$ cat config.mk
export PLATFORM = sky130hd
export DESIGN_NAME = alu_scheduler
export DESIGN_NICKNAME = d
export VERILOG_FILES = /design/src/rtl/alu_scheduler.sv
export SDC_FILE = /design/constraint.sdc
export NUM_CORES = 1
export LEC_CHECK = 0
export ABC_CLOCK_PERIOD_IN_PS = 1600
export BUFFER_PORTS_ARGS = -buffer_cell sky130_fd_sc_hd__buf_2
export CORE_AREA = 2 2 129 131
export DETAILED_ROUTE_END_ITERATION = 8
export DIE_AREA = 0 0 131 133
export PLACE_DENSITY_LB_ADDON = 0.25
export SLEW_MARGIN = 10
export SYNTH_ARGS = -nofsm -noshare
export SYNTH_HDL_FRONTEND = slang
export SYNTH_SLANG_ARGS = --single-unit
export TNS_END_PERCENT = 20
$ cat constraint.sdc
create_clock -name clk -period 1.6 [get_ports clk]
set_input_delay 0.16 -clock clk [delete_from_list [all_inputs] [get_ports clk]]
set_output_delay 0.16 -clock clk [all_outputs]
set_load 0.03 [all_outputs]
$ cat src/rtl/alu_scheduler.sv
// alu_scheduler
// Shares one combinational ALU between two requesters. A winning request is
// registered into a single issue stage that drives the ALU for one cycle; the
// ALU result is then captured into that requester's response register, which
// is held until the requester acknowledges it. Grant-to-response latency is
// two cycles, and throughput is one operation per cycle across both ports.
//
// Build option: define ALU_SCHED_RR_EN for a round-robin tie-break. When it is
// left undefined, requester 0 wins every tie and no round-robin state exists.
//
// Ports
//   clk, reset                    rising-edge clock, synchronous active-high reset
//   reqN, opN, aN, bN, shamtN     requester N operation (held until gntN)
//   gntN                          combinational grant, operation accepted this cycle
//   alu_op, alu_a, alu_b,
//   alu_shamt                     drive to the shared ALU (all zero while idle)
//   alu_result, alu_zero          return from the shared ALU
//   rspN_valid/result/zero/err    held response for requester N
//   rspN_ack                      requester N consumes its response
module alu_scheduler (
  input  logic        clk,
  input  logic        reset,
  input  logic        req0,
  input  logic        req1,
  input  logic [3:0]  op0,
  input  logic [3:0]  op1,
  input  logic [31:0] a0,
  input  logic [31:0] a1,
  input  logic [31:0] b0,
  input  logic [31:0] b1,
  input  logic [4:0]  shamt0,
  input  logic [4:0]  shamt1,
  output logic        gnt0,
  output logic        gnt1,
  output logic [3:0]  alu_op,
  output logic [31:0] alu_a,
  output logic [31:0] alu_b,
  output logic [4:0]  alu_shamt,
  input  logic [31:0] alu_result,
  input  logic        alu_zero,
  output logic        rsp0_valid,
  output logic        rsp1_valid,
  output logic [31:0] rsp0_result,
  output logic [31:0] rsp1_result,
  output logic        rsp0_zero,
  output logic        rsp1_zero,
  output logic        rsp0_err,
  output logic        rsp1_err,
  input  logic        rsp0_ack,
  input  logic        rsp1_ack
);

  // Per-requester views of the flat ports, indexed by requester id.
  logic [1:0]       req_vec;
  logic [1:0]       ack_vec;
  logic [1:0][3:0]  op_vec;
  logic [1:0][31:0] a_vec;
  logic [1:0][31:0] b_vec;
  logic [1:0][4:0]  shamt_vec;

  assign req_vec   = {req1, req0};
  assign ack_vec   = {rsp1_ack, rsp0_ack};
  assign op_vec    = {op1, op0};
  assign a_vec     = {a1, a0};
  assign b_vec     = {b1, b0};
  assign shamt_vec = {shamt1, shamt0};

  // Issue stage
  logic        issue_valid_reg;
  logic        issue_id_reg;
  logic [3:0]  issue_op_reg;
  logic [31:0] issue_a_reg;
  logic [31:0] issue_b_reg;
  logic [4:0]  issue_shamt_reg;

  // Arbitration
  logic [1:0] eligible;
  logic [1:0] cand;
  logic [1:0] gnt_vec;
  logic       gnt_id;

  // Collected response state
  logic [1:0]       rsp_valid;
  logic [1:0][31:0] rsp_result;
  logic [1:0]       rsp_zero;
  logic [1:0]       rsp_err;

  genvar gi;
  generate
    for (gi = 0; gi < 2; gi++) begin : g_req
      logic        own_issue;
      logic        valid_reg;
      logic [31:0] result_reg;
      logic        zero_reg;
      logic        err_reg;

      assign own_issue = issue_valid_reg && (issue_id_reg == 1'(gi));

      // An ack in the same cycle frees the response slot, so a requester can
      // be re-granted while its old response is still visible: the old one
      // clears on the next edge and the new one lands an edge later.
      assign eligible[gi] = !own_issue && (!valid_reg || ack_vec[gi]);
      assign cand[gi]     = req_vec[gi] && eligible[gi];

      // Completion takes priority over ack; the eligibility rule keeps the two
      // from ever coinciding for the same requester.
      always_ff @(posedge clk) begin
        if (reset) begin
          valid_reg  <= 1'b0;
          result_reg <= 32'd0;
          zero_reg   <= 1'b0;
          err_reg    <= 1'b0;
        end else if (own_issue) begin
          valid_reg  <= 1'b1;
          result_reg <= alu_result;
          zero_reg   <= alu_zero;
          err_reg    <= issue_op_reg[3];
        end else if (ack_vec[gi]) begin
          valid_reg  <= 1'b0;
        end
      end

      assign rsp_valid[gi]  = valid_reg;
      assign rsp_result[gi] = result_reg;
      assign rsp_zero[gi]   = zero_reg;
      assign rsp_err[gi]    = err_reg;
    end
  endgenerate

`ifdef ALU_SCHED_RR_EN
  // Id of the most recent grant; starts at 1 so requester 0 wins the first tie.
  logic last_gnt_reg;

  always_ff @(posedge clk) begin
    if (reset) begin
      last_gnt_reg <= 1'b1;
    end else if (|gnt_vec) begin
      last_gnt_reg <= gnt_vec[1];
    end
  end
`endif

  // Grants are suppressed while reset is asserted so every output reads zero.
  always_comb begin
    gnt_vec = 2'b00;
    if (!reset) begin
`ifdef ALU_SCHED_RR_EN
      if (cand == 2'b11) begin
        gnt_vec = last_gnt_reg ? 2'b01 : 2'b10;
      end else begin
        gnt_vec = cand;
      end
`else
      if (cand[0]) begin
        gnt_vec = 2'b01;
      end else if (cand[1]) begin
        gnt_vec = 2'b10;
      end
`endif
    end
  end

  assign gnt_id = gnt_vec[1];
  assign gnt0   = gnt_vec[0];
  assign gnt1   = gnt_vec[1];

  always_ff @(posedge clk) begin
    if (reset) begin
      issue_valid_reg <= 1'b0;
      issue_id_reg    <= 1'b0;
      issue_op_reg    <= 4'd0;
      issue_a_reg     <= 32'd0;
      issue_b_reg     <= 32'd0;
      issue_shamt_reg <= 5'd0;
    end else begin
      issue_valid_reg <= |gnt_vec;
      if (|gnt_vec) begin
        issue_id_reg    <= gnt_id;
        issue_op_reg    <= op_vec[gnt_id];
        issue_a_reg     <= a_vec[gnt_id];
        issue_b_reg     <= b_vec[gnt_id];
        issue_shamt_reg <= shamt_vec[gnt_id];
      end
    end
  end

  // Stale operands stay in the issue registers when idle; mask them off.
  assign alu_op    = issue_valid_reg ? issue_op_reg    : 4'd0;
  assign alu_a     = issue_valid_reg ? issue_a_reg     : 32'd0;
  assign alu_b     = issue_valid_reg ? issue_b_reg     : 32'd0;
  assign alu_shamt = issue_valid_reg ? issue_shamt_reg : 5'd0;

  assign rsp0_valid  = rsp_valid[0];
  assign rsp1_valid  = rsp_valid[1];
  assign rsp0_result = rsp_result[0];
  assign rsp1_result = rsp_result[1];
  assign rsp0_zero   = rsp_zero[0];
  assign rsp1_zero   = rsp_zero[1];
  assign rsp0_err    = rsp_err[0];
  assign rsp1_err    = rsp_err[1];

endmodule

== After elaboration in Yosys (flattened, before gate mapping) ==
Index checks and enable logic that the tools add are counted.
Storage, ports and cells
  bits in registers: 145
  input port bits: 185
Operators by class
  $lt $le $gt $ge: 1
  multiplexer cells: 19
  bitwise operators: 1
  reductions and logical operators: 15
Operators with widths (count)
  $mux 32: 6
  $mux 5: 3
  $mux 4: 3
  $logic_and 1x1->1: 6
  $mux 2: 3
  $logic_not 1->1: 4
  $mux 1: 4
  $reduce_bool 2->1: 2
  $logic_or 1x1->1: 2
  $lt 1x2->1 const B: 1
  $reduce_or 2->1: 1
  $not 1->1: 1

== Longest topological paths before layout ==
Gate-level depths: netlist of the first run.
  depth in word-level cells: 9
  depth in mapped cells: 6

== Worst setup path after synthesis of the first run ==
Ideal clock, no wire load.
  kind: register -> output
  start point: reg g_req[0].valid_reg (netlist: rsp0_valid)
  end point: out gnt1
  data arrival time: 1.653 ns
  required time: 1.440 ns
  path slack: -0.213 ns
  stages on the path, launching flop included: 6
  path through: dfxtp_1 > nor2b_1 > buf_4 > clkbuf_1 > nor3_1 > nor2_1
On the way
  word-level cells in the longest chain between the ends: 6
Ends and longest elaborated chain
  start: declaration: RTL line 92  | logic valid_reg;
  start signal: assignment: RTL line 109  | valid_reg <= 1'b0;
  start signal: assignment: RTL line 114  | valid_reg <= 1'b1;
  start signal: assignment: RTL line 119  | valid_reg <= 1'b0;
  $logic_not 1->1: RTL line 102  | assign eligible[gi] = !own_issue && (!valid_reg || ack_vec[gi]);
  $logic_or 1x1->1: RTL line 102
  $logic_and 1x1->1: RTL line 102
  $logic_and 1x1->1: RTL line 103  | assign cand[gi] = req_vec[gi] && eligible[gi];
  $mux 2: RTL line 154  | if (cand[0]) begin
  $mux 2: RTL line 146  | if (!reset) begin
  end: declaration: RTL line 34  | output logic gnt1,
Every way passes these cells.

== Worst setup path after layout of the first run ==
  start point: reg issue_valid_reg
  end point: out alu_a[1]
On the way
  word-level cells in the longest chain between the ends: 1
Ends and longest elaborated chain
  start: declaration: RTL line 69  | logic issue_valid_reg;
  start signal: assignment: RTL line 176  | issue_valid_reg <= |gnt_vec;
  $mux 32: RTL line 189  | assign alu_a = issue_valid_reg ? issue_a_reg : 32'd0;
  end: declaration: RTL line 36  | output logic [31:0] alu_a,
Every way passes these cells.

==> summary.md, run 1 <==
The run finished with clean final reports. In this run, distinct cell masters in the synthesized netlist total 23. The power density of the placed cells was 1013 nW/um^2. The normalized max-slew margin came out at 53.54%. Clock-pin slew was measured on the worst setup and hold paths at 0.07 ns. Setup violations remaining at the end of the flow were counted as 0. Once the floorplan was initialized, standard cells occupied 43.21% of the core. The number of rows in the core area was 47; the H-tree level count was 4. For flop-to-flop paths, the worst setup slack is 0.09 ns. From synthesis to final layout, the design area changed by 42.65%. Summed over all instances, the cell type with the most area after synthesis is sky130_fd_sc_hd__dfxtp_1. Type of destination of the critical path: an output port.

Counting flops with a built-in enable in the synthesized netlist gives 0. During I/O placement, the number of pins put on the boundary was 330. Summing all flip-flop and latch instances after layout gives 2910 sq um. The worst setup path is launched from a flip-flop. In this run the static leakage power is 4.218 nW. The count of final max-slew check failures is 0. The transition time of the tightest slew-check pin is 0.6969 ns, and the routed wire length is 25840 um. The post-synthesis async set-or-reset flop share was 0%. Among all cell types in the netlist, the one instantiated most often is sky130_fd_sc_hd__dfxtp_1.

The net count of the finished layout is 1338. The worst hold-check path type was in -> reg. Once detailed placement completed, the half-perimeter wirelength came to 16120 um.

The synthesized area per cell was 8.183 sq um. For the number of vias after detailed routing, the log shows 8173. Average via count per standard cell: 5.876. Number of warnings printed during yosys synthesis: 0. The tool flagged a number of max-cap violations equal to 0. In this run the clock root is driven by a sky130_fd_sc_hd__clkbuf_16. The total count of hold-check failures in the final report came out at 0. The run gives 6 as the number of antenna violations at the first check in global routing.

The tools report the destination of the worst register-to-register timing path as issue_a_reg[28]$_SDFFE_PP0P_. The logs give 3600 sq um for the total area of multi-input combinational cells and 28.37% for the overall routing resource usage. The remaining routing DRC violations came out at 0.

In this run the biggest area consumer among cell types represents 41.54% of the synthesized area. Static timing analysis puts the maximum clock frequency at 637.5 MHz. In the synthesized netlist, the cells that appear most often are sky130_fd_sc_hd__dfxtp_1, sky130_fd_sc_hd__nand2_1, sky130_fd_sc_hd__and2_1.

For this run, the register share of the synthesized area comes to 41.54%. Ranked by total cell area, the synthesized netlist is headed by sky130_fd_sc_hd__dfxtp_1, sky130_fd_sc_hd__a311oi_1, sky130_fd_sc_hd__o31ai_1. The x dimension of the die works out to 131 um.

TritonCTS built the clock tree. Main flop type after synthesis: sky130_fd_sc_hd__dfxtp_1. After layout, the worst path uses 98.04% of the clock period. In this run the vertical extent of the chip is 133 um. After routing, the total negative slack on setup checks comes to 0 ns.

The tools report the die outline area as 17420 sq um. Clock tree synthesis inserted a total of 17 buffers. Counting every sink on the clock net gives 145. Cells with a size suffix above 1 make up 35.42% of the layout. The highest net fanout along the worst path is 39, and the arrival time reported for the critical path endpoint is 1.41 ns. The longest clock path from root to sink contains 2 buffers. Routability-driven placement finished with a final weighted congestion of 0.8579. For the worst setup path, the data required time is 1.44 ns. In this run the critical register-to-register path is launched from issue_valid_reg$_SDFF_PP0_.

The worst clock skew on the final layout is 0.01157 ns, and the total global routing overflow is 0. In the final routed layout, each cell accounts on average for 18.58 um. The synthesized netlist cell count was 854.

Clock latency on the worst-skew pair, taken at its later pin, is 0.43 ns. The logs give 39200 um for the wire length of the first global-routing pass and 0 for the count of nets left with antenna violations after detail routing. The length in cells of the worst reg-to-reg path was 5; the synthesis-stage register bit count was 145.

Total power for the finished layout comes to 10.10 mW. Counting I/O delays and the setup requirement, the final critical path takes 1.569 ns. Buffers placed on the I/O ports in this run total 329. The total area inside the core boundary comes to 16170 sq um. The final-layout fill cell count is 1452. The worst hold path begins at a1[25].

The number of instances on the worst hold path came out at 3. The worst slack on hold paths came out at 0.01890 ns. After synthesis the cells add up to 6988 sq um. The post-synthesis net count is 1039.

The first TritonRoute pass finished after 5 iterations. The largest voltage drop on the vdd net came out at 751.2 uV. Setup repair after global routing could not meet its margin everywhere.

The starting DRC count in detailed routing is 715. The via count of the first global-routing pass is 7689, and the pin count of the biggest net entering global routing is 66. The worst hold path terminates at issue_a_reg[25]$_SDFFE_PP0P_.

The critical path is of the reg -> out type.
[critical path, stage by stage, from the launching register on]
cell	delay [ns]
sky130_fd_sc_hd__dfxtp_4	0.42
sky130_fd_sc_hd__buf_12	0.20
sky130_fd_sc_hd__and2_1	0.16
sky130_fd_sc_hd__clkbuf_4	0.19
[cell families (layout without fill, tap and decap cells)]
family	after synthesis	in the layout	share of synthesized area, %
AND/OR/NAND/NOR	371	371	28.27
other	0	5	0
flip-flops	145	145	41.54
buffers and inverters	120	432	8.039
AO/OA/AOI/OAI	218	218	22.15
[metal layers]
metal | vias to the layer above | track usage, % | wire length (um)
met5 | - | 0 | 13
met4 | 2 | 12.77 | 832
met3 | 72 | 9.017 | 2475
met2 | 483 | 44.47 | 12160
met1 | 3794 | 35.43 | 10360
li1 | 3822 | - | -
[worst max-delay path by stage]
stage,start,to,cells after the start
6_report,issue_valid_reg$_SDFF_PP0_,alu_a[1],3
5_1_grt,issue_valid_reg$_SDFF_PP0_,alu_a[24],3
4_1_cts,issue_id_reg$_SDFFE_PP0P_,gnt0,4
3_5_place_dp,issue_id_reg$_SDFFE_PP0P_,issue_b_reg[6]$_SDFFE_PP0P_,4
3_3_place_gp,issue_id_reg$_SDFFE_PP0P_,issue_b_reg[7]$_SDFFE_PP0P_,4
2_1_floorplan,rsp0_valid$_SDFFE_PP0P_,gnt1,5
[layout make-up]
cell class | count | share of cell area, %
Multi-Input combinational cell | 589 | 36.11
Sequential cell | 145 | 29.20
Clock inverter | 14 | 1.243
Clock buffer | 18 | 4.406
Antenna cell | 5 | 0.1255
Inverter | 1 | 0.03766
Tap cell | 220 | 2.761
Timing Repair Buffer | 399 | 26.12
[report_power, final]
part           switching, mW  internal (mW)  total (mW)
clock                   1.76           2.08        3.84
combinational           1.34          0.870        2.21
sequential             0.160           3.89        4.05
total                   3.26           6.84        10.1
[layout by cell type, fill, tap and decap left out, types with 5 or more instances in the layout]
| cell | instances |
|---|---|
| sky130_fd_sc_hd__a21oi_1 | 71 |
| sky130_fd_sc_hd__a311oi_1 | 73 |
| sky130_fd_sc_hd__and2_1 | 73 |
| sky130_fd_sc_hd__buf_12 | 18 |
| sky130_fd_sc_hd__buf_2 | 292 |
| sky130_fd_sc_hd__buf_4 | 40 |
| sky130_fd_sc_hd__clkbuf_16 | 17 |
| sky130_fd_sc_hd__clkbuf_4 | 13 |
| sky130_fd_sc_hd__dfxtp_1 | 143 |
| sky130_fd_sc_hd__diode_2 | 5 |
| sky130_fd_sc_hd__dlygate4sd3_1 | 33 |
| sky130_fd_sc_hd__inv_6 | 5 |
| sky130_fd_sc_hd__nand2_1 | 136 |
| sky130_fd_sc_hd__nand4_1 | 73 |
| sky130_fd_sc_hd__nor4_1 | 73 |
| sky130_fd_sc_hd__o31ai_1 | 73 |
[through the flow]
step	util, %	instances	worst slack [ns]	cell area, sq um
2_1_floorplan	-	854	0.03327	6992
3_3_place_gp	55.01	1319	0.1712	8896
3_5_place_dp	55.01	1319	0.08358	8896
4_1_cts	60.77	1385	-0.04531	9828
5_1_grt	61.64	1391	-0.02748	9968
6_report	61.64	1391	0.03134	9968
[repair_timing]
action	CTS	global route
gates resized for setup	9	63
buffers inserted	1	1
setup endpoints to repair	75	24
endpoints found under the hold margin	62	0
hold buffers	33	0
No activity file was read; power rests on OpenSTA's default activity.
==> run 2: changes to the inputs <==
ABC_AREA = 1   (was unset)
CORE_AREA = 2 2 128 130   (was 2 2 129 131)
DIE_AREA = 0 0 130 132   (was 0 0 131 133)
==> run 2 against run 1 <==
  * The flow now finishes with violations (setup timing)
  * Area after synthesis rose by 6.4%
  * Final cell count rose by 21%
  * Register-to-register slack got worse by 0.10 ns
  * Combinational power increased by 33%
  * Total power rose by 7.4%
  * Critical path depth up 4
  * Sequential share of layout area decreased by 2.1 points
  * Global-route usage shrank 0.55 points
  * Via count up 3.1%
  * Sequential power increased by 1%
==> summary.md, run 2 <==
The tools report the total count of hold-check failures in the final report as 0 (unchanged). The highest net fanout along the worst path came out at 5 (was 39). The number of cells in the finished layout apart from fillers was 1677 (was 1391). The tools report the post-synthesis cell type count as 24 (was 23). The destination of the worst register-to-register timing path was issue_shamt_reg[0]$_SDFFE_PP0P_ (was issue_a_reg[28]$_SDFFE_PP0P_). The busiest metal layer after global routing is met2 (unchanged). The number of antenna violations at the first check in global routing came out at 3 (was 6).

For the H-tree level count, the log shows 4 (unchanged). The sequential cell area was 2908 sq um (was 2910 sq um). The total area of multi-input combinational cells was 3827 sq um (was 3600 sq um). The number of max-cap violations is 0 (unchanged), and the count of nets left with antenna violations after detail routing is 0 (unchanged). The sequential-to-total area share from yosys stat was 39.04% (was 41.54%). The startpoint of the tightest hold check path is alu_result[8] (was a1[25]).

The routed wire length came out at 25400 um (was 25840 um). X dimension of the die: 130 um (was 131 um). The setup slack of the worst register-to-register path is -0.01 ns (was 0.09 ns), and the pin count of the biggest net entering global routing is 77 (was 66). The register clock-pin slew on the reported worst setup and hold paths was 0.07 ns (about the same). The average via count per standard cell is 5.025 (was 5.876), and the via count of the first global-routing pass is 7692 (was 7689). TritonCTS built the clock tree.

The ratio of final minimum period to clock period works out to 102.3% (was 98.04%). The endpoint required time on the critical path is 1.44 ns (about the same), and the total global routing overflow is 0 (unchanged). For the starting utilization of the core area, the log shows 47.32% (was 43.21%).

The tools report the number of rows in the core area as 46 (was 47). Leading cell types in the layout, fill and taps excluded: sky130_fd_sc_hd__nor2_1, sky130_fd_sc_hd__buf_2, sky130_fd_sc_hd__nand2_1, sky130_fd_sc_hd__dfxtp_1, sky130_fd_sc_hd__nand3_1 (was sky130_fd_sc_hd__buf_2, sky130_fd_sc_hd__dfxtp_1, sky130_fd_sc_hd__nand2_1). The tools report the first-pass iteration count of the detailed router as 5 (unchanged).

Biggest area consumer among synthesized cells: sky130_fd_sc_hd__dfxtp_1 (unchanged). The CTS buffer count is 17 (unchanged). The arrival time reported for the critical path endpoint was 1.48 ns (was 1.41 ns). Setup repair after global routing could not meet its margin everywhere.

The number of instances on the worst hold path works out to 3 (unchanged). The most frequently used cell type in the post-synthesis netlist was sky130_fd_sc_hd__nor2_1 (was sky130_fd_sc_hd__dfxtp_1). The die outline area was 17160 sq um (was 17420 sq um); the layout-stage area growth over the synthesis result was 44.24% (was 42.65%).

The wire length of the first global-routing pass is 38140 um (was 39200 um). The synthesis-stage register bit count is 145 (unchanged). The y dimension of the die was 132 um (was 133 um).

The run gives 0 (unchanged) as the number of warnings printed during yosys synthesis. The final-layout fill cell count is 1379 (was 1452). The maximum clock frequency was 610.8 MHz (was 637.5 MHz). The logs give 0.43 ns (about the same) for the clock latency on the worst-skew pair and 27.82% (was 28.37%) for the overall routing resource usage. For the remaining routing DRC violations, the log shows 0 (unchanged). For the buffer levels on the longest clock path, the log shows 2 (unchanged). Startpoint class of the critical path: a flip-flop (unchanged).

The worst clock skew on the final layout was 0.009049 ns (was 0.01157 ns). The cell area after technology mapping came out at 7435 sq um (was 6988 sq um). Number of enable flip-flop cells after synthesis: 0 (unchanged). The post-synthesis async set-or-reset flop share is 0% (unchanged).

The length in cells of the worst reg-to-reg path was 8 (was 5); the net switching power was 3.643 mW (was 3.258 mW). The routability-driven placement congestion ratio was 0.8318 (was 0.8579); the portion of synthesized cell area occupied by the leading cell type was 39.04% (was 41.54%). For the number of sinks handled by clock tree synthesis, the log shows 145 (unchanged).

The flow ran to the end, but the final reports show violations. The tools report the synthesized netlist cell count as 1120 (was 854). Type of destination of the critical path: an output port (unchanged). The switching share of total power came out at 33.57% (was 32.25%). The met2 demand-to-capacity share in global routing was 46.34% (was 44.47%); the net total in the final layout was 1630 (was 1338).

The logs give 0 (unchanged) for the count of final max-slew check failures and -0.03719 ns (was 0.03134 ns) for the slack of the critical path. The tools report the portion of total power attributed to sequential cells as 37.7% (was 40.1%). The power density of the placed cells came out at 1012 nW/um^2 (was 1013 nW/um^2). The number of vias after detailed routing is 8427 (was 8173).

The tools report the standard cell core area as 15710 sq um (was 16170 sq um). The largest voltage drop on the vdd net was 864.3 uV (was 751.2 uV); the routing usage on met3 was 5.885% (was 9.017%). The final period demand of the worst path came out at 1.637 ns (was 1.569 ns).

The power share of the clock group came out at 35.2% (was 38.0%). Leading post-synthesis cells by instance count: sky130_fd_sc_hd__nor2_1, sky130_fd_sc_hd__nand2_1, sky130_fd_sc_hd__dfxtp_1 (was sky130_fd_sc_hd__dfxtp_1, sky130_fd_sc_hd__nand2_1, sky130_fd_sc_hd__and2_1). The tools report the share of total power in combinational logic as 27.1% (was 21.8%).

Endpoint of the worst hold path: rsp1_result[8]$_SDFFE_PP0P_ (was issue_a_reg[25]$_SDFFE_PP0P_). The routed wire length per instance was 15.15 um (was 18.58 um). Main area contributors after synthesis: sky130_fd_sc_hd__dfxtp_1, sky130_fd_sc_hd__nor2_1, sky130_fd_sc_hd__nand2_1 (was sky130_fd_sc_hd__dfxtp_1, sky130_fd_sc_hd__a311oi_1, sky130_fd_sc_hd__o31ai_1). Most common cell after layout, fill and taps aside: sky130_fd_sc_hd__nor2_1 (was sky130_fd_sc_hd__buf_2). The synthesized area per cell was 6.638 sq um (was 8.183 sq um); the share of layout cells above drive strength 1 was 29.63% (was 35.42%). Worst reg2reg path startpoint: issue_valid_reg$_SDFF_PP0_ (unchanged). The worst hold-check path type was in -> reg (unchanged). Met1 usage in global routing: 33.22% (was 35.43%). The logs give 1597 (was 1319) for the number of cells in the design after placement and 1305 (was 1039) for the post-synthesis net count.

The final setup violation count was 3 (was 0). The run gives 573 (was 715) as the starting DRC count in detailed routing. The category of the most critical setup path was reg -> out (unchanged). The transition time of the tightest slew-check pin was 0.5608 ns (was 0.6969 ns). Normalized max-slew margin: 62.61% (was 53.54%).

The main flop type after synthesis was sky130_fd_sc_hd__dfxtp_1 (unchanged). The final reports fail on setup timing. Buffer type at the clock tree root: sky130_fd_sc_hd__clkbuf_16 (unchanged). The run gives -0.06575 ns (was 0 ns) as the summed negative setup slack over all endpoints. The port buffer count works out to 329 (unchanged). For the placed wire-length estimate after detailed placement, the log shows 15170 um (was 16120 um).

The logs give 7.208 mW (was 6.843 mW) for the internal power of the cells and 330 (unchanged) for the number of ports placed on the die boundary. The tools report the static leakage power as 5.742 nW (was 4.218 nW).
-- run 2: layout make-up --
class / count / share of cell area, %
tap: 216 / 2.520
multi-input combinational: 802 / 35.69
sequential: 145 / 27.11
clock buffer: 18 / 4.095
antenna: 3 / 0.07000
timing repair buffer: 397 / 26.46
inverter: 82 / 2.940
clock inverter: 14 / 1.108
-- run 2: worst max-delay path: stages, from the launching register on --
cell	delay, ns
sky130_fd_sc_hd__dfxtp_4	0.40
sky130_fd_sc_hd__nand2_4	0.11
sky130_fd_sc_hd__nand2_4	0.06
sky130_fd_sc_hd__nor2_4	0.16
sky130_fd_sc_hd__buf_12	0.13
sky130_fd_sc_hd__nand2_4	0.04
sky130_fd_sc_hd__inv_2	0.04
sky130_fd_sc_hd__buf_6	0.11
-- run 2: kinds of logic after synthesis --
| family | after synthesis | synth area share, % |
|---|---|---|
| flops | 145 | 39.04 |
| compound gates | 144 | 12.22 |
| simple gates | 658 | 38.61 |
| buf+inv | 173 | 10.13 |
-- run 2: worst max-delay path by stage --
stage / cells after the start / slack (ns) / startpoint / end
after floorplan: 6 / 0.13 / rsp0_valid$_SDFFE_PP0P_ / gnt1
after global placement: 8 / 0.12 / issue_id_reg$_SDFFE_PP0P_ / issue_shamt_reg[0]$_SDFFE_PP0P_
after detailed placement: 8 / 0.11 / issue_id_reg$_SDFFE_PP0P_ / issue_shamt_reg[0]$_SDFFE_PP0P_
after CTS: 4 / -0.06 / issue_valid_reg$_SDFF_PP0_ / alu_b[17]
after global routing: 9 / -0.11 / issue_valid_reg$_SDFF_PP0_ / issue_a_reg[15]$_SDFFE_PP0P_
final: 7 / -0.04 / issue_valid_reg$_SDFF_PP0_ / gnt1
-- run 2: per-layer routing --
metal / wire length [um] / part of all wire [%]
met1: 10110 / 40
met2: 12350 / 49
met3: 1857 / 7.3
met4: 1087 / 4.3
met5: 0 / 0
-- run 2: timing repair --
action	CTS	global route
cloned	7	3
hold buffers	24	0
setup buffers	9	3
setup endpoints to repair	75	129
pin swaps	14	1
hold endpoints to repair	38	0
resized for setup	33	138
-- run 2: through the flow --
stage | worst slack (ns) | total power, mW | cell area [sq um] | utilization (%) | hold slack (ns)
3_5_place_dp | 0.1064 | 6.694 | 9201 | 58.56 | 0.4291
6_report | -0.03719 | 10.85 | 10720 | 68.25 | 0.01741
4_1_cts | -0.05900 | 10.74 | 10390 | 66.13 | 0.002395
5_1_grt | -0.1071 | 11.33 | 10720 | 68.25 | 0.006470
3_3_place_gp | 0.1216 | 6.656 | 9201 | 58.56 | 0.4223
2_1_floorplan | 0.1339 | 5.903 | 7435 | - | 0.2291
-- run 2: power groups by stage --
| stage | Sequential (mW) | Combinational [mW] | Clock [mW] |
|---|---|---|---|
| 2_1_floorplan | 4.39 | 1.51 | 0 |
| 3_3_place_gp | 4.15 | 2.51 | 0 |
| 3_5_place_dp | 4.16 | 2.53 | 0 |
| 4_1_cts | 4.09 | 2.79 | 3.86 |
| 5_1_grt | 4.13 | 3.19 | 4.01 |
| 6_report | 4.09 | 2.94 | 3.82 |
==> run 3: changes to the inputs <==
ABC_CLOCK_PERIOD_IN_PS = 2100   (was 1600)
BUFFER_PORTS_ARGS = -buffer_cell sky130_fd_sc_hd__buf_4   (was -buffer_cell sky130_fd_sc_hd__buf_2)
CORE_AREA = 2 2 129 131   (was 2 2 128 130)
DIE_AREA = 0 0 131 133   (was 0 0 130 132)
clock period = 2.1 ns   (was 1.6 ns; I/O delays follow)
==> run 3 against run 2 <==
  * The run now ends clean
  * First-iteration DRC count is 27% lower
  * Die area is 1.5% higher
  * Sequential share of layout area is 0.24 points higher
  * Sequential cell count stayed put
  * Hold slack better by 0.031 ns
  * Sequential power is 24% lower
  * Via count is 5.4% lower
  * Critical path type unchanged
  * Critical endpoint unchanged
  * Largest cell class unchanged
  * Largest power group unchanged
  * Highest routed layer unchanged
==> summary.md, run 3 (same netlist as run 2, synthesis figures left out) <==
The run finished with clean final reports. Leading cell types in the layout, fill and taps excluded: sky130_fd_sc_hd__buf_4, sky130_fd_sc_hd__nor2_1, sky130_fd_sc_hd__nand2_1, sky130_fd_sc_hd__dfxtp_1, sky130_fd_sc_hd__inv_1 (was sky130_fd_sc_hd__nor2_1, sky130_fd_sc_hd__buf_2, sky130_fd_sc_hd__nand2_1, sky130_fd_sc_hd__dfxtp_1, sky130_fd_sc_hd__nand3_1). The worst reg2reg path startpoint is issue_id_reg$_SDFFE_PP0P_ (was issue_valid_reg$_SDFF_PP0_). Setup repair after global routing could not meet its margin everywhere.

Endpoint required time on the critical path: 1.89 ns (was 1.44 ns). First-pass iteration count of the detailed router: 5 (unchanged). The busiest metal layer after global routing is met2 (unchanged). The transition time of the tightest slew-check pin works out to 0.9078 ns (was 0.5608 ns). Power share of the clock group: 37.3% (was 35.2%).

The power density of the placed cells is 787.0 nW/um^2 (was 1012 nW/um^2), and the final period demand of the worst path is 2.003 ns. Port buffer count: 329 (unchanged). The logs give 6.632% (was 5.885%) for the routing usage on met3 and 10620 sq um (was 10720 sq um) for the post-route cell area. The highest net fanout along the worst path is 77 (was 5), and the routed wire length per instance is 14.18 um (was 15.15 um). Ordered cell list for the critical path: nand2_2, nand2_2, nor2_4, buf_12, nand2_1, inv_1, buf_4 (was nand2_4, nand2_4, nor2_4, buf_12, nand2_4, inv_2, buf_6).

The category of the most critical setup path was reg -> out (unchanged). The logs give 39.48% (was 62.61%) for the normalized max-slew margin and 9975 sq um (was 9201 sq um) for the total placed instance area. The number of cells in the finished layout apart from fillers was 1632 (was 1677). The number of max-cap violations is 0 (unchanged). The portion of total power attributed to sequential cells is 37.3% (was 37.7%), and the overall routing resource usage is 25.50% (was 27.82%). The slack of the critical path was 0.09696 ns (was -0.03719 ns); the net switching power was 2.654 mW (was 3.643 mW).

The register clock-pin slew on the reported worst setup and hold paths was 0.07 ns (about the same). The cell at the slowest stage of the critical path is sky130_fd_sc_hd__dfxtp_2 (was sky130_fd_sc_hd__dfxtp_4). The pin count of the biggest net entering global routing was 96 (was 77). The layout-stage area growth over the synthesis result came out at 42.78% (was 44.24%). The largest voltage drop on the vdd net is 581.0 uV (was 864.3 uV), and the share of total power in combinational logic is 25.4% (was 27.1%).

The startpoint class of the critical path was a flip-flop (unchanged). For the number of buffers inserted to repair setup after CTS, the log shows 0 (was 9). For the count of final max-slew check failures, the log shows 0 (unchanged). For the total global routing overflow, the log shows 0 (unchanged).

The worst hold-check path type is in -> reg (unchanged). The run gives 0.42 ns (was 0.43 ns) as the clock latency on the worst-skew pair. The x dimension of the die came out at 131 um (was 130 um).

The buffer levels on the longest clock path came out at 2 (unchanged). The tools report the routed wire length as 23140 um (was 25400 um). The longest individual stage delay on the worst path came out at 0.35 ns (was 0.40 ns). The run gives 45.97% (was 47.32%) as the starting utilization of the core area. The length in cells of the worst reg-to-reg path is 8 (unchanged).

The number of instances on the worst hold path was 3 (unchanged); the H-tree level count was 4 (unchanged). The static leakage power is 5.586 nW (was 5.742 nW). For the wire length of the first global-routing pass, the log shows 35260 um (was 38140 um).

The switching share of total power is 31.77% (was 33.57%). For the count of nets left with antenna violations after detail routing, the log shows 0 (unchanged). The run gives 42.98% (was 46.34%) as the met2 demand-to-capacity share in global routing. The starting DRC count in detailed routing came out at 416 (was 573). The ratio of final minimum period to clock period works out to 95.38%. The tools report the total count of hold-check failures in the final report as 0 (unchanged).

The number of cells in the design after placement is 1597 (unchanged), and the routability-driven placement congestion ratio is 0.8203 (was 0.8318). For the standard cell core area, the log shows 16170 sq um (was 15710 sq um). The tools report the number of antenna violations at the first check in global routing as 0 (was 3). The number of rows in the core area came out at 47 (was 46).

Net total in the final layout: 1584 (was 1630). Most common cell after layout, fill and taps aside: sky130_fd_sc_hd__buf_4 (was sky130_fd_sc_hd__nor2_1). The average via count per standard cell is 4.885 (was 5.025). The startpoint of the tightest hold check path was alu_result[29] (was alu_result[8]). TritonCTS built the clock tree. For the antenna diode instance count, the log shows 0 (was 3). Worst setup path startpoint: issue_valid_reg$_SDFF_PP0_ (unchanged). The internal power of the cells was 5.700 mW (was 7.208 mW).

The most frequent cell on the critical path is sky130_fd_sc_hd__nand2_2 (was sky130_fd_sc_hd__nand2_4). The tools report the maximum clock frequency as 499.2 MHz. The buffer type at the clock tree root is sky130_fd_sc_hd__clkbuf_16 (unchanged). The remaining routing DRC violations is 0 (unchanged), and the y dimension of the die is 133 um (was 132 um).

For the placed wire-length estimate after detailed placement, the log shows 15780 um (was 15170 um). The total power consumption of the routed design came out at 8.354 mW (was 10.85 mW). The number of ports placed on the die boundary is 330 (unchanged), and the die outline area is 17420 sq um (was 17160 sq um). The worst clock skew on the final layout is 0.007898 ns (was 0.009049 ns). The number of sinks handled by clock tree synthesis is 145 (unchanged), and the share of layout cells above drive strength 1 is 27.55% (was 29.63%). The run gives 7973 (was 8427) as the number of vias after detailed routing. The arrival time reported for the critical path endpoint was 1.79 ns (was 1.48 ns). The via count of the first global-routing pass is 7050 (was 7692). The CTS buffer count was 17 (unchanged); the met1 usage in global routing was 30.90% (was 33.22%). The final setup violation count came out at 0 (was 3). Post-place setup slack: 0.3405 ns (was 0.1064 ns). Type of destination of the critical path: an output port (unchanged).
[run 3: layout make-up]
type,count,area [sq um]
Sequential cell,145,2904
Tap cell,220,275.3
Clock inverter,14,167.7
Inverter,82,310.3
Clock buffer,18,439.2
Multi-Input combinational cell,802,3797
Fill cell,1510,5557
Timing Repair Buffer,351,2721
[run 3: final timing paths]
check	slack [ns]	endpoint
max reg2reg	0.33	issue_b_reg[7]$_SDFFE_PP0P_
min	0.05	rsp1_result[29]$_SDFFE_PP0P_
max	0.1	gnt1
min reg2reg	0.48	rsp0_result[17]$_SDFFE_PP0P_
[run 3: per-stage QoR]
step / setup TNS, ns / util, % / hold slack, ns
after global placement: 0 / 61.68 / 0.4321
final: 0 / 65.64 / 0.04804
after detailed placement: 0 / 61.68 / 0.4383
after CTS: 0 / 65.62 / 0.03327
after global routing: -0.009156 / 65.64 / 0.04048
after floorplan: 0 / - / 0.2791
[run 3: what timing repair did]
item,in CTS,in global routing
hold buffers,3,0
resized for setup,0,1
endpoints found under the hold margin,2,0
setup endpoints to repair,0,2
[run 3: critical path, delay by kind of cell, from the launching register on]
kind                   cells  cell delay [ns]
buffers and inverters      3             0.50
flip-flops                 1             0.35
AND/OR/NAND/NOR            4             0.47
[run 3: routing by layer]
layer	vias up	wire length (um)
li1	4069	-
met1	3563	9407
met2	299	11370
met3	42	1696
met4	0	664
met5	-	0
[run 3: power by group through the flow]
stage	Combinational [mW]	Sequential, mW	Clock [mW]
after detailed placement	2.11	3.18	0
after global routing	2.32	3.15	3.29
after CTS	2.13	3.12	3.16
after global placement	2.09	3.17	0
final	2.12	3.12	3.12
after floorplan	1.15	3.35	0
